==> config.mk <==
export PLATFORM = sky130hd
export DESIGN_NAME = md_issue_ctrl_flat
export DESIGN_NICKNAME = d
export VERILOG_FILES = /design/src/rtl/md_issue_ctrl_if.sv /design/src/rtl/md_issue_ctrl.sv /design/src/flat_wrapper.sv
export SDC_FILE = /design/constraint.sdc
export NUM_CORES = 1
export LEC_CHECK = 0
export ABC_CLOCK_PERIOD_IN_PS = 1600
export CORE_MARGIN = 1
export CORE_UTILIZATION = 41
export DETAILED_ROUTE_END_ITERATION = 16
export PLACE_DENSITY_LB_ADDON = 0.12
export SLEW_MARGIN = 5
export SYNTH_ARGS = -nofsm -noshare
export SYNTH_HDL_FRONTEND = slang
export SYNTH_SLANG_ARGS = --single-unit
export TNS_END_PERCENT = 5
==> constraint.sdc <==
create_clock -name clock -period 1.6 [get_ports clock]
set_input_delay 0.48 -clock clock [delete_from_list [all_inputs] [get_ports clock]]
set_output_delay 0.48 -clock clock [all_outputs]
set_load 0.02 [all_outputs]
==> src/rtl/md_issue_ctrl_if.sv <==
// Bundle of X-stage request, multdiv handshake and writeback signals.
interface md_issue_ctrl_if;
  logic        x_is_mult;
  logic        x_is_div;
  logic [31:0] x_opA;
  logic [31:0] x_opB;
  logic [4:0]  x_rd;
  logic [31:0] md_operandA;
  logic [31:0] md_operandB;
  logic        md_ctrl_MULT;
  logic        md_ctrl_DIV;
  logic [31:0] md_result;
  logic        md_exception;
  logic        md_resultRDY;
  logic        stall;
  logic        wb_valid;
  logic [4:0]  wb_rd;
  logic [31:0] wb_data;

  // Controller side
  modport master (
    input  x_is_mult, x_is_div, x_opA, x_opB, x_rd,
    input  md_result, md_exception, md_resultRDY,
    output md_operandA, md_operandB, md_ctrl_MULT, md_ctrl_DIV,
    output stall, wb_valid, wb_rd, wb_data
  );

  // Pipeline / multdiv side
  modport slave (
    output x_is_mult, x_is_div, x_opA, x_opB, x_rd,
    output md_result, md_exception, md_resultRDY,
    input  md_operandA, md_operandB, md_ctrl_MULT, md_ctrl_DIV,
    input  stall, wb_valid, wb_rd, wb_data
  );
endinterface

==> src/rtl/md_issue_ctrl.sv <==
// Issue/sequencing controller between the execute stage and multdiv.
// Latches a mul/div from X, pulses the unit start, stalls until the result
// (or a timeout) arrives, then presents one writeback beat.
module md_issue_ctrl #(
  parameter int unsigned TIMEOUT = 40
) (
  input  logic            clock,
  input  logic            ctrl_reset_n,
  md_issue_ctrl_if.master bus
);

  localparam int unsigned CW       = (TIMEOUT > 2) ? $clog2(TIMEOUT) : 1;
  localparam logic [4:0]  EXC_RD   = 5'd30;
  localparam logic [31:0] EXC_MULT = 32'd4;
  localparam logic [31:0] EXC_DIV  = 32'd5;

  typedef enum logic [1:0] {
    S_IDLE  = 2'd0,
    S_START = 2'd1,
    S_BUSY  = 2'd2,
    S_DONE  = 2'd3
  } state_t;

  state_t        r_state;
  logic [31:0]   r_opA;
  logic [31:0]   r_opB;
  logic [4:0]    r_rd;
  logic          r_is_div;
  logic [CW-1:0] r_cnt;
  logic          r_ctrl_mult;
  logic          r_ctrl_div;
  logic          r_wb_valid;
  logic [4:0]    r_wb_rd;
  logic [31:0]   r_wb_data;

  logic          w_req;
  logic [31:0]   w_exc_code;

  assign w_req      = bus.x_is_mult | bus.x_is_div;
  assign w_exc_code = r_is_div ? EXC_DIV : EXC_MULT;

  // Sequencer: accept, pulse start, wait for ready or timeout, one writeback beat
  always_ff @(posedge clock or negedge ctrl_reset_n) begin
    if (!ctrl_reset_n) begin
      r_state     <= S_IDLE;
      r_opA       <= 32'd0;
      r_opB       <= 32'd0;
      r_rd        <= 5'd0;
      r_is_div    <= 1'b0;
      r_cnt       <= '0;
      r_ctrl_mult <= 1'b0;
      r_ctrl_div  <= 1'b0;
      r_wb_valid  <= 1'b0;
      r_wb_rd     <= 5'd0;
      r_wb_data   <= 32'd0;
    end else begin
      r_ctrl_mult <= 1'b0;
      r_ctrl_div  <= 1'b0;
      r_wb_valid  <= 1'b0;
      r_wb_rd     <= 5'd0;
      r_wb_data   <= 32'd0;
      case (r_state)
        S_IDLE: begin
          if (w_req) begin
            // mult wins when both request bits are set
            r_opA       <= bus.x_opA;
            r_opB       <= bus.x_opB;
            r_rd        <= bus.x_rd;
            r_is_div    <= ~bus.x_is_mult;
            r_ctrl_mult <= bus.x_is_mult;
            r_ctrl_div  <= ~bus.x_is_mult;
            r_state     <= S_START;
          end
        end
        S_START: begin
          r_cnt   <= '0;
          r_state <= S_BUSY;
        end
        S_BUSY: begin
          if (bus.md_resultRDY) begin
            r_wb_valid <= 1'b1;
            r_wb_rd    <= bus.md_exception ? EXC_RD : r_rd;
            r_wb_data  <= bus.md_exception ? w_exc_code : bus.md_result;
            r_state    <= S_DONE;
          end else if (r_cnt == CW'(TIMEOUT - 1)) begin
            r_wb_valid <= 1'b1;
            r_wb_rd    <= EXC_RD;
            r_wb_data  <= w_exc_code;
            r_state    <= S_DONE;
          end else begin
            r_cnt <= r_cnt + CW'(1);
          end
        end
        S_DONE: begin
          // instruction still in X here is the one just completed
          r_state <= S_IDLE;
        end
        default: r_state <= S_IDLE;
      endcase
    end
  end

  // Freeze F/D/X while an op is pending; released in DONE so the result travels with it
  assign bus.stall = ((r_state == S_IDLE) & w_req) |
                     (r_state == S_START) |
                     (r_state == S_BUSY);

  assign bus.md_operandA  = r_opA;
  assign bus.md_operandB  = r_opB;
  assign bus.md_ctrl_MULT = r_ctrl_mult;
  assign bus.md_ctrl_DIV  = r_ctrl_div;
  assign bus.wb_valid     = r_wb_valid;
  assign bus.wb_rd        = r_wb_rd;
  assign bus.wb_data      = r_wb_data;

endmodule

==> src/flat_wrapper.sv <==
// flat-port wrapper written by rule: the top's interface ports become plain ports
module md_issue_ctrl_flat 
#(
  parameter int unsigned TIMEOUT = 40
)
  (clock, ctrl_reset_n, bus_x_is_mult, bus_x_is_div, bus_x_opA, bus_x_opB, bus_x_rd, bus_md_result, bus_md_exception, bus_md_resultRDY, bus_md_operandA, bus_md_operandB, bus_md_ctrl_MULT, bus_md_ctrl_DIV, bus_stall, bus_wb_valid, bus_wb_rd, bus_wb_data);
  md_issue_ctrl_if bus_i ();
  input  logic clock;
  input  logic ctrl_reset_n;
  input wire logic [$bits(bus_i.x_is_mult)-1:0] bus_x_is_mult;
  input wire logic [$bits(bus_i.x_is_div)-1:0] bus_x_is_div;
  input wire logic [$bits(bus_i.x_opA)-1:0] bus_x_opA;
  input wire logic [$bits(bus_i.x_opB)-1:0] bus_x_opB;
  input wire logic [$bits(bus_i.x_rd)-1:0] bus_x_rd;
  input wire logic [$bits(bus_i.md_result)-1:0] bus_md_result;
  input wire logic [$bits(bus_i.md_exception)-1:0] bus_md_exception;
  input wire logic [$bits(bus_i.md_resultRDY)-1:0] bus_md_resultRDY;
  output wire logic [$bits(bus_i.md_operandA)-1:0] bus_md_operandA;
  output wire logic [$bits(bus_i.md_operandB)-1:0] bus_md_operandB;
  output wire logic [$bits(bus_i.md_ctrl_MULT)-1:0] bus_md_ctrl_MULT;
  output wire logic [$bits(bus_i.md_ctrl_DIV)-1:0] bus_md_ctrl_DIV;
  output wire logic [$bits(bus_i.stall)-1:0] bus_stall;
  output wire logic [$bits(bus_i.wb_valid)-1:0] bus_wb_valid;
  output wire logic [$bits(bus_i.wb_rd)-1:0] bus_wb_rd;
  output wire logic [$bits(bus_i.wb_data)-1:0] bus_wb_data;
  assign bus_i.x_is_mult = bus_x_is_mult;
  assign bus_i.x_is_div = bus_x_is_div;
  assign bus_i.x_opA = bus_x_opA;
  assign bus_i.x_opB = bus_x_opB;
  assign bus_i.x_rd = bus_x_rd;
  assign bus_i.md_result = bus_md_result;
  assign bus_i.md_exception = bus_md_exception;
  assign bus_i.md_resultRDY = bus_md_resultRDY;
  assign bus_md_operandA = bus_i.md_operandA;
  assign bus_md_operandB = bus_i.md_operandB;
  assign bus_md_ctrl_MULT = bus_i.md_ctrl_MULT;
  assign bus_md_ctrl_DIV = bus_i.md_ctrl_DIV;
  assign bus_stall = bus_i.stall;
  assign bus_wb_valid = bus_i.wb_valid;
  assign bus_wb_rd = bus_i.wb_rd;
  assign bus_wb_data = bus_i.wb_data;
  md_issue_ctrl #(.TIMEOUT(TIMEOUT)) u_core (.clock(clock), .ctrl_reset_n(ctrl_reset_n), .bus(bus_i));
endmodule
==> summary.md, run 1 <==
| Metric | Value |
|---|---|
| RSZ-0062 raised after global routing | yes |
| Antenna Nets Post-Route | 0 |
| Drt first pass iters | 4 |
| Layout cells sized above 1 | a little over two fifths |
| Synth cell types | 36 |
| CP max FO | 3 |
| Vias post-DR | roughly 3200 |
| Final hold violations | 0 |
| Pwr Total | between 10000 and 15000 uW |
| Final period utilization | 124% |
| Critical path's slowest cell | dfrtp_1 |
| Synth top area cells | dfrtp_1 (66%), mux2_2 (16%), and2_1 (4.5%), buf_6 (1.8%), mux2_1 (1.5%) |
| Skew final | about 3.9 ps |
| Post-DR wirelength/cell | 16.2 um |
| Initial DRC Count | 86 |
| Maximum buffer depth of the clock tree | 2 |
| Reg2Reg Launch Point | u_core.r_state[0] |
| Ys Warns | 0 |
| Crit-path cells | inv_2, ha_4, nor2_4, nand2_1, buf_4 |
| Final cell count without fillers | a little under 700 |
| Mapped cell area | roughly 4500 um^2 |
| Num ports | 212 |
| Failing checks | negative setup slack |
| Setup Viol. Count Final | 29 |
| Detailed placement HPWL | just under 8 mm |
| CP required | 1120 ps |
| Max_cap viols | 0 |
| Skew-Pair Late Insertion Delay | ~500 ps |
| Largest family of logic cells by synthesized area | multiplexers |
| Hold crit path type | primary input to async pin |
| Core ar. | between 10000 and 15000 um^2 |
| Largest net degree at the start of global routing | between 50 and 60 |
| Mapped Cells | between 200 and 300 |
| Rows | 37 |
| Ys flop type | dfrtp_1 |
| Multi-input logic area | approximately 1400 um^2 |
| P&R area growth vs syn | 57.8% |
| Adder-cell share of the synthesized area | under 10% |
| TritonCTS Sinks | about 120 |
| Kind of critical path | flip-flop to output pin |
| CTS tree | built |
| Leading area contributor after synthesis | dfrtp_1 |
| Residual DRC | 0 |
| H-Tree Depth | 4 |
| Worst Setup End Kind | output pin |
| RR Endpoint | u_core.bus.md_operandA[7] |
| WP data arrival | ~1500 ps |
| GR peak layer | met2 |
| Total wire length | approximately 11 mm |
| Asr flop ratio synth | 100% |
| Sequential cell area | roughly 3000 um^2 |
| Final core utilization | about two thirds |
| Dpl cells | 648 |
| Fin Setup TNS | -890 ps |
| Starting Density | 42.7% |
| Fin area | 7060 um^2 |
| Synthesis-stage register bit count | around 120 |
| Final Critical Period | around 2000 ps |
| Status | finished, violations left |
| First-pass GRT wire length | ~17 mm |
| Top-area cell type share of the netlist area | 66.0% |
| Vias/cell | roughly 4.7 |
| Max-slew violations | 0 |
| Die H | 106 um |
| Met2 usage | around 34% |
| VDD IR max | 1180 uV |
| Met1 usage | around 22% |
| Commonest non-fill, non-tap cell in the layout | dfrtp_1 |
| Nets@finish | around 650 |
| Post-DP Area | just under 7000 um^2 |
| Crit start category | flip-flop |
| Register area share after synthesis | 66.0% |
| Gr ovfl total | 0 |
| Worst Tran Pin Value | roughly 390 ps |
| Synth Area in Simple Gates | around 8.0% |
| Post-synth EDFFs | 0 |
| Slew Limit Headroom | ~74% |
| CTS root buffer | clkbuf_8 |
| Routability Congestion | approximately 0.75 |
| Max Clock Freq | 505 MHz |
| Total GRT Usage | between 10% and 20% |
| Final setup margin | -382 ps |
| N_diodes | 0 |
| Synth Area in Compound Gates | under 10% |
| Pwr/cell area | ~2000 nW/um^2 |
| Xor/xnor share of the synthesized area | 0.588% |
| Syn Nets | around 400 |
| DIE WIDTH | ~110 um |
| Fill cells | approximately 830 |
| Reg clk slew, reported paths | 50 ps |
| Initial antenna violation count | 0 |
| Slowest stage delay, CP | a little under 400 ps |
| Leakage | 0.00337 uW |
| Mux share of post-synthesis cell area | between 10% and 20% |
| Inserted Clock Buffers | 17 |
| Avg Inst Size Synth | roughly 15 um^2 |
| Most frequent cells in the layout | dfrtp_1 (117), clkdlybuf4s50_1 (105), buf_2 (104) |
| R2R cell count | 6 |
| Reg-to-reg slack, setup | -30 ps |
| Die area | between 10000 and 15000 um^2 |
| PortBufs | 211 |
| Vias in the first global route | around 3400 |
| Grt met3 use | under 10% |
[routing by layer]
metal	wire, um	vias to the layer above	part of all wire, %
met1	4260	1568	39
met4	107	0	0.97
met5	0	-	0
met3	1120	9	10
met2	5560	149	50
li1	-	1482	-
[sequential cells by signal, summed over array words and instances, names as in the netlist]
| name | flops |
|---|---|
| u_core.r_cnt | 6 |
| u_core.bus.md_operandA | 32 |
| u_core.r_is_div | 1 |
| u_core.bus.md_ctrl_DIV | 1 |
| u_core.bus.wb_valid | 1 |
| u_core.r_rd | 5 |
| u_core.r_state | 2 |
| u_core.bus.md_operandB | 32 |
| u_core.bus.md_ctrl_MULT | 1 |
| u_core.bus.wb_rd | 5 |
| u_core.bus.wb_data | 32 |
[synth_stat cells (2+ instances only)]
cell type,number
buf_6,7
and2_1,32
mux2_1,6
o22ai_1,4
ha_1,4
o21a_1,6
inv_1,2
mux2_2,63
nor2b_1,3
nand2_1,7
a21oi_1,2
nor2_1,8
o21ai_0,2
dfrtp_1,118
mux2i_1,2
xnor2_1,2
clkbuf_2,3
[worst max-delay path, delay by kind of cell, from the launching register on]
kind | cells | cell delay [ps]
buf+inv | 2 | 240
flops | 1 | 390
fa+ha+maj | 1 | 180
simple gates | 2 | 190
[where the power goes]
part	internal (uW)	total (uW)	switching [uW]
Sequential	4090	4600	509
Combinational	2470	5270	2800
Clock	2590	3850	1260
Total	9150	13700	4570
[kinds of logic (layout without fill, tap and decap cells)]
family	Yosys count	after routing
AND/OR/NAND/NOR	59	59
flip-flops	118	118
adder cells (fa/ha/maj)	4	4
AO/OA/AOI/OAI	20	20
multiplexers	72	72
buffers and inverters	14	270
XOR/XNOR	3	3
[layout make-up]
class                           instances  area share (%)
Clock buffer                           22            6.42
Multi-Input combinational cell        158            20.5
Clock inverter                          9            2.13
Sequential cell                       118            41.9
Timing Repair Buffer                  236            26.5
Tap cell                              136            2.41
Inverter                                3           0.160
[repair_timing]
action,in CTS,in global routing
buffers inserted,1,0
setup endpoints to repair,174,102
hold buffers,1,0
hold endpoints to repair,23,0
gates cloned,0,1
pin swaps,1,2
resized for setup,427,9
[per-stage QoR]
step	setup WS (ps)	hold slack, ps
5_1_grt	-459	463
6_report	-382	451
2_1_floorplan	8.70	184
3_3_place_gp	-622	428
3_5_place_dp	-622	432
4_1_cts	-418	443
[worst max-delay path by stage]
stage                end              start  cells after the start
3_3_place_gp   bus_stall       bus_x_is_div                      4
6_report       bus_stall  u_core.r_state[0]                      5
2_1_floorplan  bus_stall  u_core.r_state[0]                      5
3_5_place_dp   bus_stall       bus_x_is_div                      4
4_1_cts        bus_stall  u_core.r_state[0]                      5
5_1_grt        bus_stall  u_core.r_state[1]                      5
Note: power is estimated with default switching activity, not from simulation.
==> inputs of run 2 (changes only) <==
Settings changed: CORE_MARGIN 1 to unset.
==> results of run 2 <==
No change in the layout: final DEF, timing and power equal those of run 1.
==> inputs of run 3 (changes only) <==
Settings changed: ABC_AREA set to 1.
==> run 3 against run 2 <==
  * The run still ends with negative setup slack left
  * Critical path depth is the same
  * Final area grew 0.30%
  * Sequential power shrank 1%
  * Sequential cell count is the same
  * Sequential share of layout area shrank 0.14 points
  * Synthesized cell count grew 70%
  * Wire length grew 5.3%
  * Die area grew 3.3%
  * Largest cell class unchanged
==> summary.md, run 3 <==
| Metric | Value |
|---|---|
| Status | finished, violations left (unchanged) |
| Failing checks | negative setup slack (unchanged) |
| Nets@finish | 833 (was 645) |
| Mapped cell area | 4620 um^2 (was 4470 um^2) |
| Count leader, synth | dfrtp_1 (unchanged) |
| Post-DP Area | 6960 um^2 (was 6880 um^2) |
| Max Clock Freq | 521 MHz (was 505 MHz) |
| Pwr Total | 12800 uW (was 13700 uW) |
| Synth cell types | 21 (was 36) |
| Vias in the first global route | 3885 (was 3436) |
| Mapped Cells | 492 (was 290) |
| Top cells by count, synth | dfrtp_1 (118), inv_1 (110), nand2_1 (92) (was dfrtp_1 (118), mux2_2 (63), and2_1 (32)) |
| Most frequent cells in the layout | dfrtp_1 (118), inv_1 (108), clkdlybuf4s50_1 (105) (was dfrtp_1 (117), clkdlybuf4s50_1 (105), buf_2 (104)) |
| Layout cells sized above 1 | 22.8% (was 44.0%) |
| RSZ-0062 raised after global routing | yes (unchanged) |
| Skew final | 7.58 ps (was 3.86 ps) |
| Asr flop ratio synth | 100% (unchanged) |
| Leakage | 0.00395 uW (was 0.00337 uW) |
| Worst Setup End Kind | output pin (unchanged) |
| Core ar. | 10900 um^2 (was 10500 um^2) |
| CP required | 1120 ps (about the same) |
| P&R area growth vs syn | 53.1% (was 57.8%) |
| Largest net degree at the start of global routing | 109 (was 53) |
| TritonCTS Sinks | 118 (unchanged) |
| Top-area cell type share of the netlist area | 63.9% (was 66.0%) |
| CP max FO | 3 (unchanged) |
| Vias/cell | 4.41 (was 4.70) |
| Die area | 11700 um^2 (was 11300 um^2) |
| CTS tree | built (unchanged) |
| Post-synth EDFFs | 0 (unchanged) |
| DIE WIDTH | 108 um (was 106 um) |
| Leading area contributor after synthesis | dfrtp_1 (unchanged) |
| Initial antenna violation count | 0 (unchanged) |
| Ys flop type | dfrtp_1 (unchanged) |
| R2R cell count | 8 (was 6) |
| Commonest non-fill, non-tap cell in the layout | dfrtp_1 (unchanged) |
| H-Tree Depth | 4 (unchanged) |
| Setup Viol. Count Final | 4 (was 29) |
| First-pass GRT wire length | 18.3 mm (was 17.0 mm) |
| Gr ovfl total | 0 (unchanged) |
| Register area share after synthesis | 63.9% (was 66.0%) |
| Starting Density | 42.5% (was 42.7%) |
| Total wire length | 11.6 mm (was 11.1 mm) |
| Final period utilization | 120% (was 124%) |
| Dpl cells | 840 (was 648) |
| Pwr/cell area | 1800 nW/um^2 (was 1940 nW/um^2) |
| Die H | 108 um (was 106 um) |
| Reg clk slew, reported paths | 50 ps (about the same) |
| Drt first pass iters | 4 (unchanged) |
| WP data arrival | 1440 ps (was 1500 ps) |
| Initial DRC Count | 131 (was 86) |
| Vias post-DR | 3851 (was 3208) |
| Detailed placement HPWL | 8.22 mm (was 7.88 mm) |
| Final hold violations | 0 (unchanged) |
| Final Critical Period | 1920 ps (was 1980 ps) |
| Inserted Clock Buffers | 17 (unchanged) |
| N_diodes | 0 (unchanged) |
| Crit start category | flip-flop (unchanged) |
| Maximum buffer depth of the clock tree | 2 (unchanged) |
| Num ports | 212 (unchanged) |
| Total GRT Usage | 20.9% (was 19.9%) |
| Avg Inst Size Synth | 9.39 um^2 (was 15.4 um^2) |
| Final core utilization | 65.0% (was 67.4%) |
| Kind of critical path | flip-flop to output pin (unchanged) |
| Residual DRC | 0 (unchanged) |
| Syn Nets | 603 (was 401) |
| Synthesis-stage register bit count | 118 (unchanged) |
| Slew Limit Headroom | 70.8% (was 74.1%) |
| Rows | 38 (was 37) |
| Hold crit path type | primary input to async pin (unchanged) |
| Max-slew violations | 0 (unchanged) |
| CTS root buffer | clkbuf_8 (unchanged) |
| Antenna Nets Post-Route | 0 (unchanged) |
| Final setup margin | -318 ps (was -382 ps) |
| Final cell count without fillers | 874 (was 682) |
| VDD IR max | 1010 uV (was 1180 uV) |
| Worst Tran Pin Value | 439 ps (was 389 ps) |
| Routability Congestion | 0.717 (was 0.745) |
| Fin area | 7080 um^2 (was 7060 um^2) |
| Skew-Pair Late Insertion Delay | 510 ps (about the same) |
| Max_cap viols | 0 (unchanged) |
| PortBufs | 211 (unchanged) |
| Ys Warns | 0 (unchanged) |
| Synth top area cells | dfrtp_1 (64%), inv_1 (8.9%), o21ai_0 (7.7%), nand2_1 (7.5%), nor2_1 (3.9%) (was dfrtp_1 (66%), mux2_2 (16%), and2_1 (4.5%), buf_6 (1.8%), mux2_1 (1.5%)) |
| Post-DR wirelength/cell | 13.3 um (was 16.2 um) |
[run 3: cell types whose count changed after synthesis, moves of 4 or more]
cell	delta
mux2_2	-63
o21ai_0	+69
nor3_1	+7
nand2_1	+85
nand3_1	+10
o22ai_1	-4
inv_1	+108
nor2_1	+40
and2_1	-32
clkbuf_1	+5
o21a_1	-6
mux2_1	-6
buf_4	+4
[run 3: cell type report]
class / instances / area [um^2]
clock buffers: 21 / 449
repair buffers: 229 / 1830
multi-input cells: 246 / 1150
fillers: 978 / 3810
inverters: 110 / 413
flip-flops and latches: 118 / 2950
well taps: 140 / 175
clock inverters: 10 / 105
[run 3: logic make-up (layout without fill, tap and decap cells)]
kind of cell | Yosys count | in the layout | synth area share (%)
and+or+nand+nor | 167 | 167 | 14.8
buffers and inverters | 128 | 370 | 11.9
DFF | 118 | 118 | 63.9
AOI/OAI and AO/OA | 75 | 75 | 8.42
adders and majority gates | 4 | 4 | 1.08
[run 3: stage by stage]
step / TNS, ps / hold slack, ps / worst slack [ps]
5_1_grt: -5140 / 466 / -397
6_report: -379 / 472 / -318
2_1_floorplan: 0 / 184 / 34.6
3_5_place_dp: -29520 / 452 / -628
4_1_cts: -2500 / 444 / -353
3_3_place_gp: -27120 / 456 / -623
[run 3: what timing repair did]
item	4_1_cts	5_1_grt
setup endpoints to repair	160	64
gates cloned	0	1
hold buffers	1	0
hold endpoints to repair	24	0
gates resized for setup	429	5
pin swaps	1	0
setup buffers	0	1
[run 3: final timing paths]
check                                      startpoint  slack (ps)                         end
max                                 u_core.r_state[0]        -320                   bus_stall
min                                      ctrl_reset_n         470   u_core.bus.md_operandA[4]
max reg2reg                         u_core.r_state[0]         -60             u_core.r_is_div
min reg2reg                u_core.bus.md_operandB[24]         470  u_core.bus.md_operandB[24]
max in group asynchronous                ctrl_reset_n         610      u_core.bus.wb_data[11]
min in group clock         u_core.bus.md_operandB[24]         470  u_core.bus.md_operandB[24]
[run 3: power breakdown]
| group | switching [uW] | total, uW | internal, uW |
|---|---|---|---|
| registers | 528 | 4550 | 4020 |
| logic | 2950 | 4690 | 1740 |
| clock network | 1260 | 3530 | 2270 |
[run 3: worst max-delay path: stages, from the launching register on]
cell     delay (ps)
dfrtp_1         390
inv_2            70
ha_2            190
nor2_2           70
nand2_1          70
buf_6           130
[run 3: layer usage]
layer	GRT usage, %	wire, um	vias up	part of all wire [%]
met3	6.99	753	24	6.5
met4	11.5	306	0	2.6
li1	-	-	1936	-
met2	36.4	6220	120	53
met1	22.3	4360	1771	37
met5	0	0	-	0
